`src/rtl/ifu_fetch.sv`:
```
// Instruction fetch unit: owns the PC, issues in-order fetches over a req/gnt/rvalid
// memory port, buffers returned words in a credit-limited FIFO and handles jump redirects.
module ifu_fetch #(
    parameter logic [31:0] RESET_PC = 32'h0000_0000,
    parameter int          DEPTH    = 4
) (
    input  logic        clk,
    input  logic        rstn,
    input  logic        jump,
    input  logic [31:0] jump_addr,
    input  logic        hold,
    output logic        mem_req_o,
    output logic [31:0] mem_addr_o,
    input  logic        mem_gnt_i,
    input  logic        mem_rvalid_i,
    input  logic [31:0] mem_rdata_i,
    output logic        inst_valid_o,
    output logic [31:0] inst_o,
    output logic [31:0] addr_o
);

    localparam int          PW    = $clog2(DEPTH);
    localparam int          CW    = PW + 1;
    localparam int          SW    = CW + 2;
    localparam logic [31:0] NOP   = 32'h0000_0013;

    typedef logic [CW-1:0] cnt_t;

    logic [31:0]   pc_q, pc_d;
    logic [31:0]   resp_pc_q, resp_pc_d;
    cnt_t          outstanding_q, outstanding_d;
    cnt_t          discard_q, discard_d;
    cnt_t          count_q, count_d;
    logic [PW-1:0] rd_ptr_q, rd_ptr_d;
    logic [PW-1:0] wr_ptr_q, wr_ptr_d;
    logic [31:0]   fifo_addr_q [DEPTH];
    logic [31:0]   fifo_inst_q [DEPTH];

    logic [SW-1:0] credit_used;
    logic [31:0]   jump_target;
    logic          grant;
    logic          drop;
    logic          push;
    logic          pop;

    // Every slot that a buffered, in-flight or to-be-dropped word may occupy holds a credit.
    assign credit_used = SW'(count_q) + SW'(outstanding_q) + SW'(discard_q);
    assign mem_req_o   = rstn & (credit_used < SW'(DEPTH));
    assign mem_addr_o  = pc_q;
    assign grant       = mem_req_o & mem_gnt_i;
    assign jump_target = jump_addr & 32'hFFFF_FFFC;

    assign drop = mem_rvalid_i & (discard_q != '0);
    assign push = mem_rvalid_i & (discard_q == '0) & ~jump;
    assign pop  = inst_valid_o & ~hold & ~jump;

    assign inst_valid_o = (count_q != '0);
    assign inst_o       = inst_valid_o ? fifo_inst_q[rd_ptr_q] : NOP;
    assign addr_o       = inst_valid_o ? fifo_addr_q[rd_ptr_q] : 32'h0;

    always_comb begin
        pc_d          = pc_q;
        resp_pc_d     = resp_pc_q;
        outstanding_d = outstanding_q + cnt_t'(grant) - cnt_t'(mem_rvalid_i);
        discard_d     = discard_q - cnt_t'(drop);
        count_d       = count_q + cnt_t'(push) - cnt_t'(pop);
        rd_ptr_d      = rd_ptr_q;
        wr_ptr_d      = wr_ptr_q;

        if (grant) begin
            pc_d = pc_q + 32'd4;
        end
        if (push) begin
            resp_pc_d = resp_pc_q + 32'd4;
            wr_ptr_d  = wr_ptr_q + PW'(1);
        end
        if (pop) begin
            rd_ptr_d = rd_ptr_q + PW'(1);
        end

        // After a redirect every request still in flight is stale, including any
        // already marked for dropping, so discard simply tracks what remains outstanding.
        if (jump) begin
            pc_d      = jump_target;
            resp_pc_d = jump_target;
            count_d   = '0;
            rd_ptr_d  = '0;
            wr_ptr_d  = '0;
            discard_d = outstanding_d;
        end
    end

    always_ff @(posedge clk) begin
        if (!rstn) begin
            pc_q          <= RESET_PC;
            resp_pc_q     <= RESET_PC;
            outstanding_q <= '0;
            discard_q     <= '0;
            count_q       <= '0;
            rd_ptr_q      <= '0;
            wr_ptr_q      <= '0;
        end else begin
            pc_q          <= pc_d;
            resp_pc_q     <= resp_pc_d;
            outstanding_q <= outstanding_d;
            discard_q     <= discard_d;
            count_q       <= count_d;
            rd_ptr_q      <= rd_ptr_d;
            wr_ptr_q      <= wr_ptr_d;
        end
    end

    // Payload storage needs no reset; it is only observed through a nonzero count.
    always_ff @(posedge clk) begin
        if (push) begin
            fifo_addr_q[wr_ptr_q] <= resp_pc_q;
            fifo_inst_q[wr_ptr_q] <= mem_rdata_i;
        end
    end

endmodule

```
`config.mk`:
```
export PLATFORM = sky130hd
export DESIGN_NAME = ifu_fetch
export DESIGN_NICKNAME = d
export VERILOG_FILES = /design/src/rtl/ifu_fetch.sv
export SDC_FILE = /design/constraint.sdc
export NUM_CORES = 1
export LEC_CHECK = 0
export ABC_AREA = 0
export BUFFER_PORTS_ARGS = -buffer_cell sky130_fd_sc_hd__buf_2
export CORE_MARGIN = 5
export CORE_UTILIZATION = 60
export DETAILED_ROUTE_END_ITERATION = 7
export PLACE_DENSITY = 0.82
export SYNTH_ARGS = -nofsm -noshare
export SYNTH_HDL_FRONTEND = slang
export SYNTH_SLANG_ARGS = --single-unit
export TNS_END_PERCENT = 50
```
`constraint.sdc`:
```
create_clock -name clk -period 6.4 [get_ports clk]
set_input_delay 0.96 -clock clk [delete_from_list [all_inputs] [get_ports clk]]
set_output_delay 0.96 -clock clk [all_outputs]
set_load 0.01 [all_outputs]
```
## After elaboration in Yosys (flattened, before gate mapping)

Memory sizes are Yosys's and may differ from the RTL's. A register that Yosys moved wholly into a read port is not among the register bits.
Cells that the tools add are included.

| operators by class | value |
|---|---|
| add/subtract/negate cells | 11 |
| $lt $le $gt $ge | 1 |
| multiplexer cells | 13 |
| bitwise gates (word level) | 10 |
| reduce and logical (&&, ||, !) cells | 6 |

Operator list:

| kind | number |
|---|---|
| 32-bit two-way mux | 6 |
| 32-bit by 3-bit adder with 32-bit output (second input constant) | 2 |
| 3-bit by 1-bit subtractor with 3-bit output | 3 |
| 2-bit two-way mux | 4 |
| 1-bit bitwise AND | 7 |
| 3-bit by 1-bit adder with 3-bit output | 2 |
| 3-bit nonzero test | 2 |
| 4-bit by 3-bit adder with 5-bit output | 1 |
| 5-bit by 3-bit < comparator with 1-bit output (second input constant) | 1 |
| 2-bit by 1-bit adder with 2-bit output (second input constant) | 2 |
| 3-bit by 3-bit adder with 4-bit output | 1 |
| 2-bit nonzero test | 2 |
| 3-bit zero test | 1 |
| 3-bit two-way mux | 1 |
| 1-bit NOT | 3 |
| 1-bit two-way mux | 2 |
| 2-bit OR reduction | 1 |

| storage, ports and cells | value |
|---|---|
| bits in registers | 77 |
| bits in writable memories | 256 |
| bits of input ports | 70 |
| output and inout port bits | 98 |
| memories kept | 2 |

Memory list:

| name | words | bits a word | read ports | clocked after Yosys merged registers in | wr ports | RTL line | RTL |
|---|---|---|---|---|---|---|---|
| fifo_addr_q | 4 | 32 | 1 | 1 | 1 | 36 | `logic [31:0] fifo_addr_q [DEPTH];` |
| fifo_inst_q | 4 | 32 | 1 | 1 | 1 | 37 | `logic [31:0] fifo_inst_q [DEPTH];` |

## Depth between registers and ports, before layout

Gate-level depths: netlist of run 1.

| depth | value |
|---|---|
| word-level depth | 8 |
| gate-level depth with buffers | 17 |
| mapped depth without buffers | 17 |

## Least setup slack after synthesis of run 1

OpenSTA, ideal clock, no wires.

| path | value |
|---|---|
| kind | register to register |
| from | reg discard_q[2] |
| to | reg discard_q[2] |
| setup time | 0.132 ns |
| arrival time | 3.470 ns |
| data required time | 6.268 ns |
| slack | 2.798 ns |
| cell stages (with the launch flop) | 18 |
| path buffers | 0 |
| cells stage by stage | dfxtp_1 -> inv_1 -> fa_1 -> inv_1 -> fa_1 -> and2b_1 -> nand2_1 -> nor3_1 -> inv_1 -> ha_1 -> inv_1 -> ha_1 -> inv_1 -> fa_1 -> xnor2_1 -> xnor2_1 -> o21ai_0 -> a21oi_1 |

| between the ends | value |
|---|---|
| longest elaborated chain between the ends | 7 |
| elaborated cells on any way between the ends | 10 |

Ends and longest elaborated chain:

| item | RTL line | RTL |
|---|---|---|
| start, declared | 32 | `cnt_t discard_q, discard_d;` |
| start signal, assigned | 106 | `discard_q <= discard_d;` |
| 4-bit by 3-bit adder with 5-bit output | 47 | `assign credit_used = SW'(count_q) + SW'(outstanding_q) + SW'(discard_q);` |
| 5-bit by 3-bit < comparator with 1-bit output | 48 | `assign mem_req_o = rstn & (credit_used < SW'(DEPTH));` |
| 1-bit bitwise AND | 48 |  |
| 1-bit bitwise AND | 50 | `assign grant = mem_req_o & mem_gnt_i;` |
| 3-bit by 1-bit adder with 3-bit output | 64 | `outstanding_d = outstanding_q + cnt_t'(grant) - cnt_t'(mem_rvalid_i);` |
| 3-bit by 1-bit subtractor with 3-bit output | 64 |  |
| 3-bit two-way mux * | 83 | `if (jump) begin` |

Mark *: on every way between the ends. The rest lies on a longest branch, timed or not.
A chain may end at the register's enable or synchronous reset.

## Worst setup path in the final report of run 1

| path | value |
|---|---|
| from | reg discard_q[1] |
| to | reg discard_q[2] |

Same word-level chain as after synthesis.

==> results of run 1 <==
## state kept, by name, summed over array words and instances (netlist names), named ones only
name and flops:
rd_ptr_q 2, fifo_inst_q 128, count_q 3, outstanding_q 3, fifo_addr_q 120, mem_addr_o 30
wr_ptr_q 2, discard_q 3, resp_pc_q 30
## cell families (layout without fill, tap and decap cells)
family	Yosys count	in the layout	synth area share (%)
xor+xnor	58	58	3.81
mux	64	64	10.6
buf+inv	70	251	2.23
fa+ha+maj	19	19	2.07
other cells	1	4	0.0281
simple gates	206	206	9.76
flops	323	323	67.1
compound gates	104	104	4.33
## metrics by stage
stage	std cells	area, um^2	util, %	power, W	setup WS [ps]
2_1_floorplan	848	13300	-	0.00285	2800
3_3_place_gp	1252	14400	65.9	0.00301	2500
3_5_place_dp	1252	14400	65.9	0.00303	2470
4_1_cts	1309	15400	70.7	0.00486	2410
5_1_grt	1309	15400	70.7	0.00502	2170
6_report	1309	15400	70.7	0.00482	2450
## power by group
part,switching [W],internal [W]
clock network,0.000730,0.00110
logic,0.000281,0.000236
registers,0.0000845,0.00239
total,0.00110,0.00372
## layout by cell type, fill, tap and decap left out, types with 5 or more instances in the layout
cell,count
nor3_1,16
o21ai_0,32
nor4_1,10
and3_1,11
and2_1,7
nand2_1,24
clkbuf_16,32
nand3_1,14
dfxtp_1,73
edfxtp_1,248
buf_4,10
a21oi_1,55
nor2_1,13
ha_1,14
a211oi_1,5
clkinv_2,5
inv_1,22
clkbuf_1,7
nor2b_1,60
nand4_1,13
buf_2,161
and4_1,9
mux4_2,62
fa_1,5
a311oi_1,5
xor2_1,13
xnor2_1,45
## worst min-delay path: stages, from the launching register on
cell	delay, ps
dfxtp_1	340
nand2_1	60
a21oi_1	50
## layout make-up
type                    instances  area, um^2
flip-flops and latches        323        8950
fillers                      1437        6400
multi-input cells             455        4110
repair buffers                171         881
clock buffers                  41         855
well taps                     280         350
clock inverters                16         183
inverters                      23        86.3
## final timing paths
path	end	startpoint	slack, ps	cells after the start
max reg2reg	discard_q[2]	discard_q[1]	2450	17
max	discard_q[2]	discard_q[1]	2450	17
min	wr_ptr_q[1]	wr_ptr_q[1]	500	2
min reg2reg	wr_ptr_q[1]	wr_ptr_q[1]	500	2
## layer usage
| metal | routed length [um] | vias to the layer above | track usage, % |
|---|---|---|---|
| met4 | 291 | 0 | 3.18 |
| met5 | 0 | - | 0 |
| met1 | 11300 | 3748 | 28.8 |
| met3 | 1860 | 31 | 3.47 |
| li1 | - | 3559 | - |
| met2 | 12900 | 286 | 33.9 |
==> impl_summary.txt, run 1 <==
----------------------------------------------------
[Clock tree]
  Number of post-CTS setup repair buffers ... 0
  Clk sink count ... between 300 and 400
  Clock insertion delay at the later pin of the skew report ... about 540 ps
  Level count of the clock H-tree ... 1
  Worst-path clk slew ... 60 ps
  Number of gates resized after CTS ... 0
  Clock root cell ... clkbuf_16
  Num CTS Buffers ... 31
  Clock buffer depth ... 3
  Count of hold buffers inserted by post-cts repair ... 0
  Clock tree from TritonCTS ... yes

[Place]
  Last weighted congestion value of the routability-driven placer ... just over 0.8
  Count of buffers from port buffering ... 161
  HPWL reported at the end of detailed placement ... 16500 um

[Routing]
  Post-route ant nets ... 0
  Routed wire length ... 26300 um
  First-pass detailed-route iteration total ... 5
  Count of routing violations after the opening detailed-route iteration ... about 550
  Via count normalized by instance count ... 5.82
  Detailed-route wire length per cell ... 20.1 um
  Detailed-route via count ... 7624
  Post-detailed-route DRC marker count ... 0

[Flow run]
  Number of violations of the max-capacitance limit ... 0

[Yosys]
  Number of synthesized register bits ... 323
  Number of distinct library cell variants in the gate-level netlist after synthesis ... 48
  Area contributors post-synth ... edfxtp_1 56%, dfxtp_1 11%, mux4_2 10%, xnor2_1 3.0%, nor2b_1 2.8%
  Total of warnings raised by yosys ... 0
  Netlist area before placement ... between 10000 and 15000 um^2
  Cell taking the most area after synthesis ... edfxtp_1
  Async SR Flop Fraction ... 0%
  Most frequently used flop master after synthesis ... edfxtp_1
  Number of cells produced by synthesis ... ~850
  Commonest cells in the synthesized netlist ... 248 x edfxtp_1, 75 x dfxtp_1, 62 x mux4_2
  Mapped Avg Cell Area ... around 16 um^2
  Share of the synthesized area in the top cell type ... 55.9%
  Number of enable-type register cells in the synthesized netlist ... 248
  Sequential cell area fraction in the yosys report ... 67.1%
  Most instantiated library cell after synthesis ... edfxtp_1

[Floorplanning]
  Number of placed I/O pins ... 168
  Floorplan row count ... between 50 and 60
  Initial core utilization ... 61.1%
  Die height ... 159 um
  Width of the die ... 159 um
  Overall die area ... 25300 um^2
  Core area ... between 20000 and 25000 um^2

[Pwr]
  Static power due to leakage ... 5.33 nW
  PD cells ... 312 nW/um^2
  Maximum ir drop on the vdd rail ... 0.318 mV

[Critical path]
  Critical path's slowest cell ... fa_1
  Required @ worst endpoint ... 6860 ps
  Class of the most critical setup path ... flop to flop
  Ordered cell list for the critical path ... inv_1 > fa_1 > nor2_1 > fa_1 > and2b_1 > nand2_1 > nor3_1 > inv_1 > ha_1 > inv_1 > ha_1 > inv_1 > fa_1 > xnor2_1 > xnor2_1 > o21ai_0 > a21oi_1
  CP max FO ... 4
  Delay of the slowest cell on the worst path ... 530 ps
  Cell mode on critical path ... inv_1
  Arrival time at the worst endpoint ... 4410 ps
  Largest delay contributor family on the critical path ... adder cells
  Crit start category ... flop
  Critical path buffers and inverters ... 4
  Endpoint class of the critical path ... flop

[Timing]
  Slew @ Worst Pin ... 1100 ps
  Shortest clock period the worst path allows after layout ... a little under 4000 ps
  Finish-stage setup viols ... 0
  Peak clock frequency supported by timing ... 0.253 GHz
  Period utilization ... 61.7%
  Final total negative setup slack ... 0 ps
  Setup repair after global routing missed its margin ... false
  Clk_skew ... 18.0 ps
  Max-Slew Margin vs Limit ... 26.4%
  Number of pins exceeding their max-slew limit in the final report ... 0
  Hold violation total from the final report ... 0
  Hold slack ... 499 ps

[Layout]
  Area growth from synthesis to layout ... 15.7%
  Share of final-layout standard cells stronger than drive strength 1 ... 29.2%
  Nets ... 1094
  Antenna cells ... 0

[Global routing]
  Maximum number of pins on one net before global-route repair ... 91
  Global-route wire length before repair ... roughly 42000 um
  Via count of the first global-routing pass ... 7780
  Number of antenna violations at the first check in global routing ... 0
  Global Route Usage Sum ... 20.2%
  Total congestion overflow ... 0

[Hold path]
  Type of the most critical hold path ... flop to flop

[Run status]
  Status ... complete, no violations

----------------------------------------------------
Note: power is estimated with default switching activity, not from simulation.
==> inputs of run 2 (changes only) <==
- CORE_UTILIZATION: 60 -> 52
- PLACE_DENSITY: 0.82 -> 0.76
- clock period: 6.4 -> 3.5 ns (I/O delays scaled with it)
==> impl_summary.txt, run 2 (synthesized netlist as in run 1, its figures left out) <==
----------------------------------------------------
[Pwr]
  Maximum ir drop on the vdd rail ... 0.367 mV
  Static power due to leakage ... 5.47 nW
  PD cells ... 571 nW/um^2
  Power, Total ... ~0.009 W

[Global routing]
  Total congestion overflow ... 0
  Global Route Usage Sum ... 18.6%
  Via count of the first global-routing pass ... 7977
  Number of antenna violations at the first check in global routing ... 0
  Global-route wire length before repair ... 42500 um
  Maximum number of pins on one net before global-route repair ... 90

[Timing]
  Peak clock frequency supported by timing ... 0.289 GHz
  Slew @ Worst Pin ... 842 ps
  Final worst setup slack ... roughly 44 ps
  Hold violation total from the final report ... 0
  Clk_skew ... just under 20 ps
  Shortest clock period the worst path allows after layout ... roughly 3500 ps
  Hold slack ... 250 ps
  Max-Slew Margin vs Limit ... about 44%
  Period utilization ... 98.7%
  Setup repair after global routing missed its margin ... true
  Finish-stage setup viols ... 0
  Number of pins exceeding their max-slew limit in the final report ... 0

[Layout]
  Flip-flop and latch area ... 8960 um^2
  Nets ... ~1.1k
  Register ranked first by flip-flop count ... fifo_inst_q
  Final non-filler cell total ... approximately 1.4k
  Number of flip-flops in the largest register ... approximately 130
  Commonest cells after routing, fill and taps aside ... 248 x edfxtp_1, 161 x buf_2, 68 x dfxtp_1
  Area growth from synthesis to layout ... 18.6%
  Area occupied by multi-input gates ... 4130 um^2
  Most frequent standard cell in the layout excluding fill and tap cells ... edfxtp_1
  Share of final-layout standard cells stronger than drive strength 1 ... approximately a third
  Registers with the most flip-flops ... fifo_inst_q (128), fifo_addr_q (120)
  # fillers ... 1838
  Area of all placed cells without fillers ... 15800 um^2
  Antenna cells ... 0

[Floorplanning]
  Floorplan row count ... between 50 and 60
  Number of placed I/O pins ... ~170
  Die height ... ~170 um
  Overall die area ... around 29000 um^2
  Width of the die ... 170 um
  Initial core utilization ... 52.9%
  Core area ... 25200 um^2

[Critical path]
  CP max FO ... 2
  Endpoint class of the critical path ... flop
  Class of the most critical setup path ... flop to flop
  Crit start category ... flop
  Required @ worst endpoint ... 3930 ps
  Arrival time at the worst endpoint ... about 4000 ps

[Flow run]
  Number of violations of the max-capacitance limit ... 0

[Clock tree]
  Clock tree from TritonCTS ... yes
  Clock root cell ... clkbuf_16
  Level count of the clock H-tree ... 2
  Num CTS Buffers ... 34
  Clock buffer depth ... 3
  Worst-path clk slew ... 60 ps
  Clock insertion delay at the later pin of the skew report ... 500 ps
  Clk sink count ... 323

[Routing]
  Routed wire length ... ~27000 um
  Post-route ant nets ... 0
  Detailed-route via count ... 7713
  First-pass detailed-route iteration total ... 5
  Detailed-route wire length per cell ... about 19 um
  Count of routing violations after the opening detailed-route iteration ... approximately 610
  Post-detailed-route DRC marker count ... 0
  Via count normalized by instance count ... 5.59

[Place]
  Total placed instance area ... 14700 um^2
  HPWL reported at the end of detailed placement ... 17300 um
  Total placed cells including tap cells ... between 1k and 1.5k
  Count of buffers from port buffering ... 161
  Last weighted congestion value of the routability-driven placer ... 0.804
  Minimum setup slack after placement ... 31.0 ps

[Hold path]
  Type of the most critical hold path ... input pin to flop

[Run status]
  Status ... complete, no violations

----------------------------------------------------
==> run 2: cell count changes in the layout (fill, tap and decap cells not counted), sizes merged <==
cell	before	now
buf	171	191
bufinv	4	2
clkbuf	41	46
clkinv	11	8
clkinvlp	1	3
==> run 2: metal layers <==
| metal | wire [um] | vias up | share of wire, % | global-route usage (%) |
|---|---|---|---|---|
| li1 | - | 3596 | - | - |
| met1 | 11700 | 3809 | 44 | 26.6 |
| met2 | 12700 | 271 | 48 | 30.1 |
| met3 | 1730 | 37 | 6.5 | 3.09 |
| met4 | 420 | 0 | 1.6 | 4.58 |
| met5 | 0 | - | 0 | 0 |
==> run 2: layout make-up <==
cell class,instances,share of cell area [%]
Sequential cell,323,56.7
Multi-Input combinational cell,455,26.1
Timing Repair Buffer,191,7.15
Clock buffer,46,6.13
Tap cell,330,2.61
Clock inverter,13,0.760
Inverter,23,0.546
==> run 2: final timing paths <==
path	from	to	slack [ps]	depth (start not counted)
max	discard_q[1]	discard_q[2]	40	17
min	mem_rdata_i[2]	fifo_inst_q[2][2]	250	1
max reg2reg	discard_q[1]	discard_q[2]	40	17
min reg2reg	wr_ptr_q[1]	wr_ptr_q[1]	500	2
==> run 2: per-stage QoR <==
step | TNS (ps) | utilization (%)
after detailed placement | 0 | 58.4
after global placement | 0 | 58.4
after global routing | -361 | 62.8
after CTS | 0 | 62.7
final | 0 | 62.8
after floorplan | 0 | -
==> run 2: power breakdown <==
| part | internal (W) | switching (W) |
|---|---|---|
| logic | 0.000516 | 0.000567 |
| registers | 0.00437 | 0.000139 |
| clock network | 0.00209 | 0.00136 |
==> run 2: worst max-delay path, stage by stage (launching register included) <==
cell and delay, ps:
dfxtp_2 340, inv_2 40, fa_1 580, nor2_2 50, fa_1 440, and2b_1 250
nand2_2 80, nor3_4 170, inv_1 70, ha_1 270, inv_1 50, ha_1 120
inv_1 40, fa_2 330, xnor2_1 190, xnor2_1 150, o21ai_1 80, a21oi_1 130
==> run 2: repair_timing <==
item / in CTS / in global routing
resized for setup: 0 / 11
setup buffers: 0 / 1
hold buffers: 0 / 0
endpoints found under the hold margin: 0 / 0
endpoints found under the setup margin: 0 / 3
==> inputs of run 3 (changes only) <==
- CORE_UTILIZATION: 52 -> 60
- PLACE_DENSITY: 0.76 -> 0.82
- clock period: 3.5 -> 4.1 ns (I/O delays scaled with it)
==> impl_summary.txt, run 3 (synthesized netlist as in run 1, its figures left out) <==
----------------------------------------------------
[Global routing]
  Number of antenna violations at the first check in global routing ... 0
  Via count of the first global-routing pass ... 8004
  Total congestion overflow ... 0
  Global Route Usage Sum ... between 20% and 30%
  Maximum number of pins on one net before global-route repair ... 64
  Global-route wire length before repair ... 43400 um

[Pwr]
  Combinational Power Share ... 11.3%
  Switching power of the nets ... about 0.0017 W
  Sequential cell fraction of total power ... about 52%
  Maximum ir drop on the vdd rail ... 0.337 mV
  Internal ... between 0.005 and 0.006 W
  Net switching share of the total power ... a little under a quarter
  PD cells ... 479 nW/um^2
  Clock network fraction of design power ... 36.6%
  Power, Total ... 0.00741 W
  Static power due to leakage ... 5.34 nW

[Hold path]
  Type of the most critical hold path ... input pin to flop

[Clock tree]
  Count of hold buffers inserted by post-cts repair ... 0
  Clk sink count ... between 300 and 400
  Level count of the clock H-tree ... 1
  Clock root cell ... clkbuf_16
  Num CTS Buffers ... 31
  Number of post-CTS setup repair buffers ... 0
  Number of gates resized after CTS ... 0
  Clock buffer depth ... 3
  Worst-path clk slew ... 60 ps
  Clock tree from TritonCTS ... yes
  Clock insertion delay at the later pin of the skew report ... between 500 and 600 ps

[Timing]
  Slew @ Worst Pin ... 749 ps
  Max-Slew Margin vs Limit ... 50.0%
  Final total negative setup slack ... 0 ps
  Finish-stage setup viols ... 0
  Period utilization ... 91.9%
  Clk_skew ... 8.01 ps
  Shortest clock period the worst path allows after layout ... 3770 ps
  Setup repair after global routing missed its margin ... false
  Hold violation total from the final report ... 0
  Peak clock frequency supported by timing ... 0.265 GHz
  Number of pins exceeding their max-slew limit in the final report ... 0
  Hold slack ... 279 ps

[Layout]
  Nets ... 1101
  Commonest cells after routing, fill and taps aside ... 248 x edfxtp_1, 161 x buf_2, 73 x dfxtp_1
  # fillers ... 1408
  Most frequent standard cell in the layout excluding fill and tap cells ... edfxtp_1
  Share of final-layout standard cells stronger than drive strength 1 ... between 20 and 30%
  Number of flip-flops in the largest register ... ~130
  Registers with the most flip-flops ... fifo_inst_q (128), fifo_addr_q (120)
  Area of all placed cells without fillers ... 15500 um^2
  Final non-filler cell total ... approximately 1.3k
  Register ranked first by flip-flop count ... fifo_inst_q
  Area growth from synthesis to layout ... 16.0%
  Antenna cells ... 0

[Place]
  Total placed instance area ... 14500 um^2
  Count of buffers from port buffering ... about 160
  Total placed cells including tap cells ... 1259
  HPWL reported at the end of detailed placement ... 17100 um
  Last weighted congestion value of the routability-driven placer ... 0.815

[Routing]
  Detailed-route wire length per cell ... 20.2 um
  Routed wire length ... 26500 um
  Count of routing violations after the opening detailed-route iteration ... a little over 600
  Via count normalized by instance count ... around 6
  First-pass detailed-route iteration total ... 5
  Post-detailed-route DRC marker count ... 0
  Post-route ant nets ... 0
  Detailed-route via count ... 7743

[Floorplanning]
  Overall die area ... 25300 um^2
  Initial core utilization ... between 60% and 70%
  Core area ... 21800 um^2
  Width of the die ... ~160 um
  Die height ... 159 um
  Number of placed I/O pins ... between 150 and 200
  Floorplan row count ... 54

[Critical path]
  Delay of the slowest cell on the worst path ... 600 ps
  CP max FO ... 4
  Required @ worst endpoint ... around 4500 ps
  Ordered cell list for the critical path ... inv_1 > fa_1 > nor2_1 > fa_1 > and2b_1 > nand2_1 > nor3_1 > inv_1 > ha_1 > inv_1 > ha_1 > inv_1 > fa_1 > xnor2_1 > xnor2_1 > o21ai_0 > a21oi_1
  Critical path's slowest cell ... fa_1
  Class of the most critical setup path ... flop to flop
  Arrival time at the worst endpoint ... 4170 ps
  Crit start category ... flop
  Cell mode on critical path ... inv_1
  Endpoint class of the critical path ... flop

[Flow run]
  Number of violations of the max-capacitance limit ... 0

[Run status]
  Status ... complete, no violations

----------------------------------------------------
run 3: worst max-delay path, delay by kind of cell, from the launching register on:
family,cells,cell delay (ps)
fa+ha+maj,5,1820
buf+inv,4,290
simple gates,4,650
compound gates,2,200
flops,1,390
xor+xnor,2,280
run 3: layout make-up:
type	count	area, um^2	share of cell area, %
Clock buffer	42	817	5.28
Clock inverter	15	151	0.979
Inverter	23	86.3	0.558
Multi-Input combinational cell	455	4110	26.6
Sequential cell	323	8950	57.9
Tap cell	280	350	2.27
Timing Repair Buffer	178	996	6.44
run 3: through the flow:
| step | setup WS, ps | util, % |
|---|---|---|
| after floorplan | 498 | - |
| after global placement | 419 | 66.4 |
| after detailed placement | 372 | 66.4 |
| after CTS | 300 | 70.9 |
| after global routing | 6.10 | 70.9 |
| final | 331 | 70.9 |
run 3: final timing paths:
path / from / slack [ps] / to / depth (start not counted)
setup / recovery: discard_q[1] / 330 / discard_q[2] / 17
setup reg to reg: discard_q[1] / 330 / discard_q[2] / 17
hold / removal: mem_rdata_i[15] / 280 / fifo_inst_q[2][15] / 1
hold reg to reg: wr_ptr_q[0] / 500 / wr_ptr_q[0] / 2
run 3: power by group through the flow:
stage,Clock [W],Combinational [W],Sequential (W)
3_3_place_gp,0,0.000822,0.00391
3_5_place_dp,0,0.000844,0.00392
4_1_cts,0.00278,0.000851,0.00386
2_1_floorplan,0,0.000550,0.00390
6_report,0.00271,0.000836,0.00386
5_1_grt,0.00292,0.000937,0.00388
run 3: routing by layer:
layer  track usage, %  vias to the layer above  share of wire [%]
li1                 -                     3566                  -
met1             29.7                     3847                 42
met2             35.1                      306                 49
met3             4.01                       24                7.7
met4             3.10                        0                1.1
met5                0                        -                  0
